[src/rtl/core_inst_sequencer.sv]
// Instruction-bus initiator for the PE core: walks every kij pass of a tile, then the psum readout.
// Optional drain watchdog and READ debug flag: define CTRL_DRAIN_WDOG_EN.

module core_inst_sequencer #(
   parameter int col     = 8,
   parameter int row     = 8,
   parameter int len_nij = 36,
   parameter int in_w    = 6,
   parameter int k_w     = 3,
   parameter int out_w   = 4,
   parameter int w_base  = 1024,
   parameter int gap_cyc = 10,
   parameter int rst_cyc = 10,
   parameter int timeout = 255
) (
   input  logic        clk,
   input  logic        reset,
   input  logic        start,
   input  logic        ofifo_valid,
   output logic [63:0] inst,
   output logic        core_reset,
   output logic        busy,
   output logic        done,
   output logic [3:0]  kij_idx,
   output logic        err
);

   // state   | meaning
   // IDLE    | waiting for start
   // CRST    | per-pass core reset, then one released cycle
   // WFILL   | weights xmem -> L0, then one idle cycle
   // KLOAD   | L0 -> PE kernel load
   // GAP     | settle before execute
   // EXEC    | activations streamed, drain running alongside
   // DRAIN   | waiting for the remaining OFIFO rows
   // FLUSH   | two pmem-idle cycles, then next kij or readout
   // READ    | pmem readout of all output pixels
   // DONE    | one-cycle done pulse
   typedef enum logic [3:0] {
      S_IDLE, S_CRST, S_WFILL, S_KLOAD, S_GAP,
      S_EXEC, S_DRAIN, S_FLUSH, S_READ, S_DONE
   } state_t;

   localparam int LEN_KIJ  = k_w * k_w;
   localparam int LEN_ONIJ = out_w * out_w;

   localparam logic [7:0]        RST_C    = 8'(rst_cyc);
   localparam logic [7:0]        WFILL_C  = 8'(col + 1);
   localparam logic [7:0]        KLOAD_C  = 8'(col + row);
   localparam logic [7:0]        GAP_C    = 8'(gap_cyc - 1);
   localparam logic [7:0]        EXEC_C   = 8'(len_nij - 1);
   localparam logic [7:0]        READ_C   = 8'(LEN_ONIJ - 1);
   localparam logic [7:0]        NIJ_C    = 8'(len_nij);
   localparam logic [3:0]        KIJ_LAST = 4'(LEN_KIJ - 1);
   localparam logic [3:0]        KW_LAST  = 4'(k_w - 1);
   localparam logic [3:0]        INW_LAST = 4'(in_w - 1);
   localparam logic signed [4:0] OUTW_S   = 5'(out_w);
   localparam logic [10:0]       WBASE_A  = 11'(w_base);
   localparam logic [10:0]       COL_A    = 11'(col);
   localparam logic [10:0]       OUTW_A   = 11'(out_w);

   state_t            state_q, state_d;
   logic [7:0]        cnt_q, cnt_d;
   logic [3:0]        kij_q, kij_d;
   logic [3:0]        kx_q, kx_d, ky_q, ky_d;
   logic [3:0]        x_q, x_d;
   logic [7:0]        nij_q, nij_d;
   logic signed [4:0] ox_q, ox_d, oy_q, oy_d;
   logic              err_q, err_d;
   logic              wdog_hit;

   logic        load_q, load_d, exec_q, exec_d, l0wr_q, l0wr_d, l0rd_q, l0rd_d;
   logic [10:0] axm_q, axm_d;
   logic        wenx_q, wenx_d, cenx_q, cenx_d, dbg_q, dbg_d;
   logic        crst_q, crst_d, busy_q, busy_d, done_q, done_d;

   logic        drain_en, in_win, ofifo_rd;
   logic        cen_p, wen_p, acc, pass;
   logic [10:0] a_p, wr_addr;

   always_ff @(posedge clk) begin
      if (reset) begin
         state_q <= S_IDLE;
         cnt_q   <= '0;
         kij_q   <= '0;
         kx_q    <= '0;
         ky_q    <= '0;
         x_q     <= '0;
         nij_q   <= '0;
         ox_q    <= '0;
         oy_q    <= '0;
         err_q   <= 1'b0;
         load_q  <= 1'b0;
         exec_q  <= 1'b0;
         l0wr_q  <= 1'b0;
         l0rd_q  <= 1'b0;
         axm_q   <= '0;
         wenx_q  <= 1'b1;
         cenx_q  <= 1'b1;
         dbg_q   <= 1'b0;
         crst_q  <= 1'b0;
         busy_q  <= 1'b0;
         done_q  <= 1'b0;
      end else begin
         state_q <= state_d;
         cnt_q   <= cnt_d;
         kij_q   <= kij_d;
         kx_q    <= kx_d;
         ky_q    <= ky_d;
         x_q     <= x_d;
         nij_q   <= nij_d;
         ox_q    <= ox_d;
         oy_q    <= oy_d;
         err_q   <= err_d;
         load_q  <= load_d;
         exec_q  <= exec_d;
         l0wr_q  <= l0wr_d;
         l0rd_q  <= l0rd_d;
         axm_q   <= axm_d;
         wenx_q  <= wenx_d;
         cenx_q  <= cenx_d;
         dbg_q   <= dbg_d;
         crst_q  <= crst_d;
         busy_q  <= busy_d;
         done_q  <= done_d;
      end
   end

`ifdef CTRL_DRAIN_WDOG_EN
   logic [7:0] wdog_q, wdog_d;

   always_ff @(posedge clk) begin
      if (reset) wdog_q <= '0;
      else       wdog_q <= wdog_d;
   end

   always_comb begin
      wdog_d = wdog_q + 8'd1;
      if (ofifo_valid || state_q != S_DRAIN) wdog_d = '0;
   end

   assign wdog_hit = (state_q == S_DRAIN) && !ofifo_valid && (wdog_q == 8'(timeout - 1));
`else
   assign wdog_hit = 1'b0;
`endif

   assign err_d = err_q | wdog_hit;

   always_comb begin
      state_d = state_q;
      cnt_d   = cnt_q;
      kij_d   = kij_q;
      kx_d    = kx_q;
      ky_d    = ky_q;
      case (state_q)
         S_IDLE: begin
            if (start) begin
               state_d = S_CRST;
               cnt_d   = RST_C;
            end
         end
         S_CRST: begin
            if (cnt_q == 8'd0) begin
               state_d = S_WFILL;
               cnt_d   = WFILL_C;
            end else cnt_d = cnt_q - 8'd1;
         end
         S_WFILL: begin
            if (cnt_q == 8'd0) begin
               state_d = S_KLOAD;
               cnt_d   = KLOAD_C;
            end else cnt_d = cnt_q - 8'd1;
         end
         S_KLOAD: begin
            if (cnt_q == 8'd0) begin
               state_d = S_GAP;
               cnt_d   = GAP_C;
            end else cnt_d = cnt_q - 8'd1;
         end
         S_GAP: begin
            if (cnt_q == 8'd0) begin
               state_d = S_EXEC;
               cnt_d   = EXEC_C;
            end else cnt_d = cnt_q - 8'd1;
         end
         S_EXEC: begin
            if (cnt_q == 8'd0) state_d = S_DRAIN;
            else               cnt_d   = cnt_q - 8'd1;
         end
         S_DRAIN: begin
            if (nij_q == NIJ_C || wdog_hit) begin
               state_d = S_FLUSH;
               cnt_d   = 8'd1;
            end
         end
         S_FLUSH: begin
            if (cnt_q == 8'd0) begin
               kij_d = kij_q + 4'd1;
               // kernel offsets tracked incrementally so the drain needs no divider
               if (kx_q == KW_LAST) begin
                  kx_d = '0;
                  ky_d = ky_q + 4'd1;
               end else kx_d = kx_q + 4'd1;
               if (kij_q == KIJ_LAST) begin
                  state_d = S_READ;
                  cnt_d   = READ_C;
               end else begin
                  state_d = S_CRST;
                  cnt_d   = RST_C;
               end
            end else cnt_d = cnt_q - 8'd1;
         end
         S_READ: begin
            if (cnt_q == 8'd0) begin
               state_d = S_DONE;
               kij_d   = '0;
               kx_d    = '0;
               ky_d    = '0;
            end else cnt_d = cnt_q - 8'd1;
         end
         S_DONE:  state_d = S_IDLE;
         default: state_d = S_IDLE;
      endcase
   end

   assign drain_en = (state_q == S_EXEC || state_q == S_DRAIN) && (nij_q != NIJ_C) && ofifo_valid;
   assign in_win   = (ox_q >= 5'sd0) && (ox_q < OUTW_S) && (oy_q >= 5'sd0) && (oy_q < OUTW_S);
   assign wr_addr  = {7'd0, ox_q[3:0]} + {7'd0, oy_q[3:0]} * OUTW_A;

   always_comb begin
      x_d   = x_q;
      nij_d = nij_q;
      ox_d  = ox_q;
      oy_d  = oy_q;
      if (state_q == S_CRST) begin
         x_d   = '0;
         nij_d = '0;
         ox_d  = 5'sd0 - $signed({1'b0, kx_q});
         oy_d  = 5'sd0 - $signed({1'b0, ky_q});
      end else if (drain_en) begin
         nij_d = nij_q + 8'd1;
         if (x_q == INW_LAST) begin
            x_d  = '0;
            ox_d = 5'sd0 - $signed({1'b0, kx_q});
            oy_d = oy_q + 5'sd1;
         end else begin
            x_d  = x_q + 4'd1;
            ox_d = ox_q + 5'sd1;
         end
      end
   end

   always_comb begin
      ofifo_rd = 1'b0;
      cen_p    = 1'b1;
      wen_p    = 1'b0;
      a_p      = '0;
      acc      = 1'b0;
      pass     = 1'b0;
      if (drain_en) begin
         ofifo_rd = 1'b1;
         if (in_win) begin
            cen_p = 1'b0;
            wen_p = 1'b1;
            a_p   = wr_addr;
            pass  = (kij_q == 4'd0);
            acc   = (kij_q != 4'd0);
         end
      end else if (state_q == S_READ) begin
         cen_p = 1'b0;
         a_p   = {3'd0, READ_C - cnt_q};
      end
   end

   // registered fields are decoded from the next state so they line up with state_q
   always_comb begin
      load_d = 1'b0;
      exec_d = 1'b0;
      l0wr_d = 1'b0;
      l0rd_d = 1'b0;
      axm_d  = '0;
      wenx_d = 1'b1;
      cenx_d = 1'b1;
      dbg_d  = 1'b0;
      crst_d = 1'b0;
      busy_d = !(state_d == S_IDLE || state_d == S_DONE);
      done_d = (state_d == S_DONE);
      case (state_d)
         S_CRST:  crst_d = (cnt_d != 8'd0);
         S_WFILL: begin
            if (cnt_d != 8'd0) begin
               cenx_d = 1'b0;
               l0wr_d = 1'b1;
               axm_d  = WBASE_A + {7'd0, kij_d} * COL_A + {3'd0, WFILL_C - cnt_d};
            end
         end
         S_KLOAD: begin
            l0rd_d = 1'b1;
            load_d = (cnt_d != KLOAD_C);
         end
         S_EXEC: begin
            cenx_d = 1'b0;
            l0wr_d = 1'b1;
            l0rd_d = 1'b1;
            exec_d = 1'b1;
            axm_d  = {3'd0, EXEC_C - cnt_d};
         end
`ifdef CTRL_DRAIN_WDOG_EN
         S_READ:  dbg_d = 1'b1;
`endif
         default: ;
      endcase
   end

   always_comb begin
      inst        = '0;
      inst[0]     = load_q;
      inst[1]     = exec_q;
      inst[2]     = l0wr_q;
      inst[3]     = l0rd_q;
      inst[6]     = ofifo_rd;
      inst[17:7]  = axm_q;
      inst[18]    = wenx_q;
      inst[19]    = cenx_q;
      inst[30:20] = a_p;
      inst[31]    = wen_p;
      inst[32]    = cen_p;
      inst[33]    = acc;
      inst[34]    = pass;
      inst[63]    = dbg_q;
   end

   assign core_reset = crst_q;
   assign busy       = busy_q;
   assign done       = done_q;
   assign kij_idx    = kij_q;
   assign err        = err_q;

endmodule

[config.mk]
export PLATFORM = sky130hd
export DESIGN_NAME = core_inst_sequencer
export DESIGN_NICKNAME = d
export VERILOG_FILES = /design/src/rtl/core_inst_sequencer.sv
export SDC_FILE = /design/constraint.sdc
export NUM_CORES = 1
export LEC_CHECK = 0
export ABC_AREA = 0
export CAP_MARGIN = 20
export CORE_MARGIN = 2
export CORE_UTILIZATION = 49
export CTS_CLUSTER_DIAMETER = 50
export DETAILED_ROUTE_END_ITERATION = 10
export PLACE_DENSITY = 0.78
export SYNTH_ARGS = -nofsm -noshare
export SYNTH_HDL_FRONTEND = slang
export SYNTH_SLANG_ARGS = --single-unit
[constraint.sdc]
create_clock -name clk -period 3.8 [get_ports clk]
set_input_delay 0.38 -clock clk [delete_from_list [all_inputs] [get_ports clk]]
set_output_delay 0.38 -clock clk [all_outputs]
set_load 0.02 [all_outputs]
# Word-level counts from Yosys, hierarchy flattened
# Index checks and enable logic that the tools add are counted.
# W data, S select, Z words.
# word_totals
reg_bits	65
# op_classes
addsub	16
order_cmp	4
eq_ne	22
n_mux	58
n_bitwise	2
reduce_logical	26
# ops
op	count
$mux W4	18
$mux W8	8
$pmux W8 S7	1
$pmux W4 S9	1
$mux W5	6
$eq A4 B3 Y1 const B	6
$pmux W4 S2	3
$mux W11	2
$pmux W11 S2	1
$eq A4 B2 Y1 const B	5
$add A4 B1 Y4 const B	4
$sub A4 B8 Y8 const A	2
$mux W1	14
$eq A4 B4 Y1 const B	3
$logic_not A4 Y1	3
$reduce_or A2 Y1	6
$add A11 B7 Y11 const A	1
$add A11 B8 Y11	1
$add A5 B2 Y5 const B	2
$ge A5 B1 Y1 const B	2
$lt A5 B4 Y1 const B	2
$sub A1 B4 Y5 const A	2
$add A8 B1 Y8 const B	1
$eq A4 B1 Y1 const B	2
other kinds (21)	32

# Depth between registers and ports, before layout
# Gate-level depths: netlist (run 1).
# depth
ltp_word	8
depth_mapped	19

# Worst setup path before layout (run 1)
# Ideal clock, no wire load.
# synth_timing
kind	reg2reg
from	register cnt_q[0]
to	register axm_q[7]
setup_time_ns	0.117
arrival_ns	3.461
required_time_ns	3.683
slack_ns	0.222
stages_incl_launch_ff	19
path_buffers	2
synth_period_minus_slack_ns	3.578
cell_sequence	dfxtp_1 > inv_1 > ha_1 > nand4bb_1 > nor2_1 > buf_2 > inv_2 > buf_2 > a21boi_0 > o221a_2 > ha_1 > nor2_1 > nor2_1 > xnor2_1 > ha_1 > a21o_1 > a21oi_1 > xnor3_1 > a22o_1
# synth_via
elab_chain_len	7
elab_cells_between_ends	30
cone_classes	add/sub (5); eq/ne (2); mux (21); reduce/logical (2)
# synth_rtl
element	line_no	text
start: declaration	63	logic [7:0] cnt_q, cnt_d;
start signal: assignment	106	cnt_q <= cnt_d;
$sub A8 B1 Y8 / $logic_not A8 Y1 (equally long branches)	--	
$mux W8 (tied with other cells)	187, 214	
$pmux W8 S7 / $pmux W4 S2 (equally long branches)	155	case (state_q)
$sub A4 B8 Y8 / $add A11 B7 Y11 (equally long branches)	294	axm_d = WBASE_A + {7'd0, kij_d} * COL_A + {3'd0, WFILL_C - cnt_d};
$add A11 B8 Y11	294	
$mux W11	291	if (cnt_d != 8'd0) begin
$pmux W11 S2 *	288	case (state_d)
end signal: assignment	119	axm_q <= axm_d;
end: declaration	73	logic [10:0] axm_q, axm_d;
# Mark *: on every way between the ends. The rest lies on a longest branch, timed or not.
# A chain may end at the register's enable or synchronous reset.

# Worst setup path after layout (run 1)
# layout_timing
from	register cnt_q[4]
to	register axm_q[7]
# layout_via
elab_chain_len	7
elab_cells_between_ends	30
cone_classes	add/sub (5); eq/ne (2); mux (21); reduce/logical (2)
# layout_rtl
element	line_no
$logic_not A8 Y1 *	--
$mux W8 (on tied branches)	--
$pmux W8 S7 *	155
named net cnt_d[3]	63
$sub A4 B8 Y8	294
$add A11 B8 Y11	294
$mux W11	291
$pmux W11 S2 *	288
# The timed path passes the listed nets; every way through them passes the cells marked *.

==> metrics.json, run 1 <==
{
  "post_drt_via_cell_ratio": {"value": 5.720},
  "antenna_found_initial": {"value": 0},
  "fin_worst_hold_slack": {"value": 0.5219, "unit": "ns"},
  "cts_sinks": {"value": 64},
  "cts_buffer_depth": {"value": 2},
  "synth-edff-count": {"value": 0},
  "rsz0062_at_grt": {"value": "false"},
  "drive_gt1_share": {"value": 11.17, "unit": "%"},
  "io_buffer_count": {"value": 38},
  "final_antenna_diode_count": {"value": 0},
  "relSlewSlack": {"value": 37.22, "unit": "%"},
  "die_height": {"value": 100.6, "unit": "um"},
  "seq_area_frac_synth": {"value": 28.02, "unit": "%"},
  "drt_pre_antenna_iters": {"value": 8},
  "die_area": {"value": 10120, "unit": "um2"},
  "global_route.overflow_total": {"value": 0},
  "cts_made_buffers": {"value": 9},
  "asyncSetResetFlopFracSynth": {"value": 0, "unit": "%"},
  "post-cts-setup-buffer-count": {"value": 0},
  "most-common-layout-cells": {"value": "sky130_fd_sc_hd__nor2_1 (66), sky130_fd_sc_hd__dfxtp_1 (62), sky130_fd_sc_hd__clkdlybuf4s50_1 (38)"},
  "synth-seq-cells": {"value": 64},
  "setup_viol": {"value": 0},
  "cp.arrival": {"value": 3.81, "unit": "ns"},
  "worst_setup_path_start_kind": {"value": "flip-flop"},
  "fin_crit_sh": {"value": 93.87, "unit": "%"},
  "clock_latency": {"value": 0.35, "unit": "ns"},
  "design.portCount": {"value": 76},
  "tightestPinTransition": {"value": 0.9331, "unit": "ns"},
  "period_needed": {"value": 3.567, "unit": "ns"},
  "numnets_final": {"value": 628},
  "crit_top_cell": {"value": "sky130_fd_sc_hd__inv_1"},
  "floorplan.core_area": {"value": 9153, "unit": "um2"},
  "drt_wl_total": {"value": 11440, "unit": "um"},
  "final_hold_viol_count": {"value": 0},
  "synth_warnings": {"value": 0},
  "avgRoutedWirePerCell": {"value": 16.08, "unit": "um"},
  "clk_root_buffer_cell": {"value": "sky130_fd_sc_hd__clkbuf_8"},
  "layout_commonest_cell": {"value": "sky130_fd_sc_hd__nor2_1"},
  "maximum_number_of_pins_on_one_net_before_global_route_repair": {"value": 28},
  "first_pass_grt_wire_length": {"value": 18510, "unit": "um"},
  "track_usage": {"value": 23.05, "unit": "%"},
  "max_freq": {"value": 280.3, "unit": "MHz"},
  "drv.max_cap_violation_count": {"value": 0},
  "die_w": {"value": 100.6, "unit": "um"},
  "peakVddDrop": {"value": 0.5741, "unit": "mV"},
  "clk_transition_reported_paths": {"value": 0.07, "unit": "ns"},
  "cts-htree-levels": {"value": 3},
  "leakage_power_of_the_design": {"value": 2.030, "unit": "nW"},
  "final.setup.tns": {"value": 0, "unit": "ns"},
  "cts_repair_resize_count": {"value": 0},
  "netlist_area": {"value": 4572, "unit": "um2"},
  "path_max_fanout": {"value": 7},
  "status": {"value": "completed"},
  "setup.worst_path.class": {"value": "reg -> reg"},
  "num_vias": {"value": 4067},
  "netlist-cell-type-count": {"value": 86},
  "initial_core_util": {"value": 49.95, "unit": "%"},
  "critical_path.cell_chain": {"value": "inv_1, ha_2, nand4bb_4, o221a_1, o31ai_1, and3_1, inv_1, ha_1, a21oi_1, xor2_1, inv_1, fa_1, inv_1, a21o_1, a21oi_1, xnor3_1, a22o_1"},
  "drt_iter0_markers": {"value": 441},
  "power_per_cell_area": {"value": 800.0, "unit": "nW/um2"},
  "worstSetupEndpointType": {"value": "flip-flop"},
  "drt.antenna.violating_nets": {"value": 0},
  "drc_errors": {"value": 0},
  "via_count_of_the_first_global_routing_pass": {"value": 3771},
  "crit_path_top_delay_cell": {"value": "sky130_fd_sc_hd__fa_1"},
  "num-fill-cells": {"value": 828},
  "clock_skew": {"value": 0.01086, "unit": "ns"},
  "synth_ff_type": {"value": "sky130_fd_sc_hd__dfxtp_1"},
  "gpl.final_weighted_congestion": {"value": 1.004},
  "core.rowCount": {"value": 35},
  "cts_tree": {"value": "yes"},
  "syn_inst": {"value": 559},
  "synth.avg_cell_area": {"value": 8.179, "unit": "um2"},
  "worst-endpoint-required": {"value": 4.05, "unit": "ns"},
  "final_max_tran_viols": {"value": 0},
  "hpwl": {"value": 8729, "unit": "um"},
  "hold_fix_buffer_count_after_cts": {"value": 0},
  "min-delay-path-class": {"value": "reg -> reg"},
  "syn_to_final_growth": {"value": 12.70, "unit": "%"},
  "crit_path_max_incr_delay": {"value": 0.43, "unit": "ns"}
}
sequential cells by signal, summed over array words and instances, names as in the netlist:
name        count
state_q         4
kij_idx         4
nij_q           8
exec_q          1
busy            1
l0wr_q          1
cnt_q           8
l0rd_q          1
axm_q          10
ox_q            5
cenx_q          1
load_q          1
core_reset      1
x_q             4
done            1
oy_q            5
kx_q            4
ky_q            4
cells in the mapped netlist, drive strengths merged (3+ instances only):
cell,count,area share [%]
a211o,3,0.60
a211oi,7,1.1
a21o,5,0.82
a21oi,29,3.2
a31oi,7,1.1
and3,8,1.1
buf,57,8.8
clkbuf,16,1.3
dfxtp,64,28
ha,26,7.1
inv,26,2.1
mux2i,7,1.5
nand2,32,2.6
nand2b,6,0.82
nand3,7,0.77
nand4,7,0.96
nand4b,3,0.90
nor2,67,5.6
nor2b,13,1.8
nor3,21,2.5
nor3b,3,0.49
nor4,4,0.88
nor4b,3,0.57
o211ai,5,0.93
o21ai,24,2.6
o31a,3,0.60
o31ai,5,0.82
or2,5,0.79
or3,3,0.52
xnor2,21,4.0
xor2,16,3.1
kinds of logic after synthesis:
logic type / Yosys count / synth area share [%]
other: 2 / 0.1643
DFF: 64 / 28.02
buffers and inverters: 100 / 12.34
AOI/OAI and AO/OA: 121 / 18.45
adders and majority gates: 28 / 7.991
xor gates and xnor gates: 38 / 7.581
muxes: 8 / 1.779
and+or+nand+nor: 198 / 23.67
final timing paths:
check | start | to | slack (ns) | depth (start not counted)
worst max-delay path | cnt_q[4]$_SDFF_PP0_ | axm_q[7]$_SDFF_PP0_ | 0.23 | 17
worst min-delay path | ox_q[4]$_SDFFE_PP0P_ | ox_q[4]$_SDFFE_PP0P_ | 0.52 | 2
worst max register to register | cnt_q[4]$_SDFF_PP0_ | axm_q[7]$_SDFF_PP0_ | 0.23 | 17
worst min register to register | ox_q[4]$_SDFFE_PP0P_ | ox_q[4]$_SDFFE_PP0P_ | 0.52 | 2
where the power goes:
part / leakage, nW / switching [mW] / internal [mW]
Clock: 0.0769 / 0.272 / 0.229
Combinational: 1.43 / 1.52 / 1.16
Sequential: 0.520 / 0.138 / 0.801
Total: 2.03 / 1.93 / 2.19
per-stage QoR:
stage | power [mW] | std cells | worst slack (ns) | utilization (%) | cell area, um2
5_1_grt | 4.433 | 711 | 0.01091 | 56.30 | 5152
6_report | 4.122 | 711 | 0.2329 | 56.30 | 5152
2_1_floorplan | 2.906 | 594 | 0.2220 | - | 4703
3_5_place_dp | 3.536 | 696 | 0.1389 | 54.20 | 4961
4_1_cts | 4.053 | 711 | 0.1211 | 55.97 | 5122
3_3_place_gp | 3.502 | 696 | 0.2849 | 54.20 | 4961
per-layer routing:
layer	GRT usage [%]	part of all wire (%)	wire [um]	vias up
li1	-	-	-	1967
met1	29.28	43	4922	1912
met2	37.54	49	5565	157
met3	5.270	5.4	619	31
met4	9.694	2.9	328	0
met5	0	0	0	-
final cells by class:
class | instances | area, um2 | share of cell area, %
multi-input combinational | 430 | 2888 | 56.05
sequential | 64 | 1284 | 24.91
timing repair buffer | 64 | 579.3 | 11.24
tap | 111 | 138.9 | 2.695
clock buffer | 9 | 123.9 | 2.404
inverter | 27 | 101.3 | 1.967
clock inverter | 6 | 37.54 | 0.7285
worst max-delay path, delay by kind of cell (launching register included):
kind | cells | cell delay, ns
AOI/OAI and AO/OA | 6 | 1.10
adders and majority gates | 3 | 0.86
xor gates and xnor gates | 2 | 0.41
and+or+nand+nor | 2 | 0.39
DFF | 1 | 0.37
buffers and inverters | 4 | 0.32
Note: power is estimated with default switching activity, not from simulation.
==> inputs of run 2 (changes only) <==
- SLEW_MARGIN: unset -> 20
==> results of run 2 <==
Final layout, timing and power as in run 1 (identical DEF).
==> inputs of run 3 (changes only) <==
- PLACE_DENSITY: 0.78 -> 0.77
==> run 3 against run 2 <==
Compared with the run above: sequential power is 1% higher; register-to-register slack improved by 0.05 ns; hold slack got worse by 0.0098 ns; clock power is 74% higher; critical path type unchanged; highest routed layer unchanged.
==> metrics.json, run 3 (same netlist as run 1, synthesis figures left out) <==
{
  "status": {"value": "completed"},
  "leakage_power_of_the_design": {"value": 2.087, "unit": "nW"},
  "clock_skew": {"value": 0.01339, "unit": "ns"},
  "path_max_fanout": {"value": 7},
  "min-delay-path-class": {"value": "reg -> reg"},
  "grtUsageMet2": {"value": 39.33, "unit": "%"},
  "setup_viol": {"value": 0},
  "drt_pre_antenna_iters": {"value": 5},
  "drive_gt1_share": {"value": 11.02, "unit": "%"},
  "drt.antenna.violating_nets": {"value": 0},
  "largest_reg_flops": {"value": 10},
  "die_height": {"value": 100.6, "unit": "um"},
  "gpl.final_weighted_congestion": {"value": 0.9653},
  "drt_wl_total": {"value": 11670, "unit": "um"},
  "relSlewSlack": {"value": 32.91, "unit": "%"},
  "design.portCount": {"value": 76},
  "seq_area": {"value": 1284, "unit": "um2"},
  "cp-startpoint": {"value": "cnt_q[4]$_SDFF_PP0_"},
  "clk_root_buffer_cell": {"value": "sky130_fd_sc_hd__clkbuf_8"},
  "tightestPinTransition": {"value": 1.003, "unit": "ns"},
  "report.power.total": {"value": 4.503, "unit": "mW"},
  "worst-endpoint-required": {"value": 4.06, "unit": "ns"},
  "first_pass_grt_wire_length": {"value": 18990, "unit": "um"},
  "cts_made_buffers": {"value": 9},
  "cts_buffer_depth": {"value": 2},
  "post-cts-setup-buffer-count": {"value": 0},
  "max_flop_register": {"value": "axm_q"},
  "antenna_found_initial": {"value": 0},
  "via_count_of_the_first_global_routing_pass": {"value": 3896},
  "core.rowCount": {"value": 35},
  "clk_transition_reported_paths": {"value": 0.08, "unit": "ns"},
  "crit_path_top_delay_cell": {"value": "sky130_fd_sc_hd__fa_1"},
  "top_usage_layer": {"value": "met2"},
  "drv.max_cap_violation_count": {"value": 0},
  "cts-htree-levels": {"value": 3},
  "min-delay-start": {"value": "x_q[2]$_SDFFE_PP0P_"},
  "layout.cells.non_filler": {"value": 710},
  "peakVddDrop": {"value": 0.5512, "unit": "mV"},
  "cts_tree": {"value": "yes"},
  "global_route.usage.met1": {"value": 29.66, "unit": "%"},
  "die_area": {"value": 10120, "unit": "um2"},
  "fin_crit_sh": {"value": 92.63, "unit": "%"},
  "most-common-layout-cells": {"value": "sky130_fd_sc_hd__nor2_1 (66), sky130_fd_sc_hd__dfxtp_1 (62), sky130_fd_sc_hd__clkdlybuf4s50_1 (38)"},
  "drt_iter0_markers": {"value": 354},
  "post-place-cells": {"value": 694},
  "avgRoutedWirePerCell": {"value": 16.44, "unit": "um"},
  "io_buffer_count": {"value": 38},
  "syn_to_final_growth": {"value": 15.19, "unit": "%"},
  "largestRegisters": {"value": "axm_q (10), cnt_q (8), nij_q (8)"},
  "worst_setup_path_start_kind": {"value": "flip-flop"},
  "setup.worst_path.class": {"value": "reg -> reg"},
  "multiInputGateArea": {"value": 2890, "unit": "um2"},
  "track_usage": {"value": 23.62, "unit": "%"},
  "global_routing_met3_resource_utilization": {"value": 5.062, "unit": "%"},
  "rsz0062_at_grt": {"value": "false"},
  "maximum_number_of_pins_on_one_net_before_global_route_repair": {"value": 29},
  "floorplan.core_area": {"value": 9153, "unit": "um2"},
  "period_needed": {"value": 3.520, "unit": "ns"},
  "num-fill-cells": {"value": 831},
  "post_drt_via_cell_ratio": {"value": 5.732},
  "final_antenna_diode_count": {"value": 0},
  "initial_core_util": {"value": 49.95, "unit": "%"},
  "max_freq": {"value": 284.1, "unit": "MHz"},
  "crit_path_max_incr_delay": {"value": 0.43, "unit": "ns"},
  "clock_latency": {"value": 0.37, "unit": "ns"},
  "final_max_tran_viols": {"value": 0},
  "power_per_cell_area": {"value": 855.0, "unit": "nW/um2"},
  "hpwl": {"value": 8621, "unit": "um"},
  "numnets_final": {"value": 626},
  "layout_commonest_cell": {"value": "sky130_fd_sc_hd__nor2_1"},
  "die_w": {"value": 100.6, "unit": "um"},
  "final_hold_viol_count": {"value": 0},
  "reg2reg_from": {"value": "cnt_q[4]$_SDFF_PP0_"},
  "num_vias": {"value": 4070},
  "cp.arrival": {"value": 3.78, "unit": "ns"},
  "drc_errors": {"value": 0},
  "global_route.overflow_total": {"value": 0},
  "worstSetupEndpointType": {"value": "flip-flop"},
  "final.setup.tns": {"value": 0, "unit": "ns"},
  "critical_path.cell_chain": {"value": "inv_1, ha_2, nand4bb_4, o221a_1, o31ai_1, and3_1, inv_1, ha_1, a21oi_2, xor2_1, inv_1, fa_1, inv_1, a21o_1, a21oi_1, xnor3_1, a22o_1"},
  "cts_sinks": {"value": 64},
  "crit_top_cell": {"value": "sky130_fd_sc_hd__inv_1"}
}
-- run 3: cell count changes in the layout (fill, tap and decap cells not counted), moves of 2 or more --
cell	before	now
sky130_fd_sc_hd__clkinvlp_4	3	0
sky130_fd_sc_hd__clkinv_2	3	0
sky130_fd_sc_hd__clkinv_4	0	2
sky130_fd_sc_hd__bufinv_16	0	5
-- run 3: worst paths after layout --
| path | cells after the start | endpoint | slack [ns] |
|---|---|---|---|
| max | 17 | axm_q[7]$_SDFF_PP0_ | 0.28 |
| min | 2 | x_q[2]$_SDFFE_PP0P_ | 0.51 |
| max reg2reg | 17 | axm_q[7]$_SDFF_PP0_ | 0.28 |
| min reg2reg | 2 | x_q[2]$_SDFFE_PP0P_ | 0.51 |
-- run 3: routing by layer --
metal  wire, um  up-vias
met1       4958     1931
met4        269        0
met3        704       26
li1           -     1955
met5          0        -
met2       5737      158
-- run 3: area by class of cell --
cell class                      count  share of cell area [%]
Sequential cell                    64                   24.38
Timing Repair Buffer               62                   10.64
Clock buffer                        9                   2.352
Tap cell                          111                   2.637
Multi-Input combinational cell    430                   54.88
Clock inverter                      7                   3.184
Inverter                           27                   1.924
-- run 3: what timing repair did --
action / 4_1_cts / 5_1_grt
endpoints found under the setup margin: 0 / 4
hold buffers: 0 / 0
gates resized for setup: 0 / 7
-- run 3: report_power, final --
group | switching, mW | leakage (nW) | internal [mW]
combinational | 1.52 | 1.42 | 1.17
sequential | 0.151 | 0.520 | 0.802
clock | 0.298 | 0.144 | 0.571
total | 1.96 | 2.09 | 2.54
-- run 3: worst max-delay path, delay by kind of cell (launching register included) --
family / cells / cell delay [ns]
XOR/XNOR: 2 / 0.41
AO/OA/AOI/OAI: 6 / 1.05
flip-flops: 1 / 0.37
AND/OR/NAND/NOR: 2 / 0.40
adder cells (fa/ha/maj): 3 / 0.88
buffers and inverters: 4 / 0.32
-- run 3: stage by stage --
stage / utilization [%] / worst slack (ns) / area [um2] / hold WS [ns]
floorplan: - / 0.2220 / 4703 / 0.4660
global placement: 54.04 / 0.2594 / 4946 / 0.4793
detailed placement: 54.04 / 0.1657 / 4946 / 0.5056
CTS: 57.22 / 0.1572 / 5238 / 0.5181
global route: 57.54 / 0.01136 / 5266 / 0.5642
finish: 57.54 / 0.2801 / 5266 / 0.5121
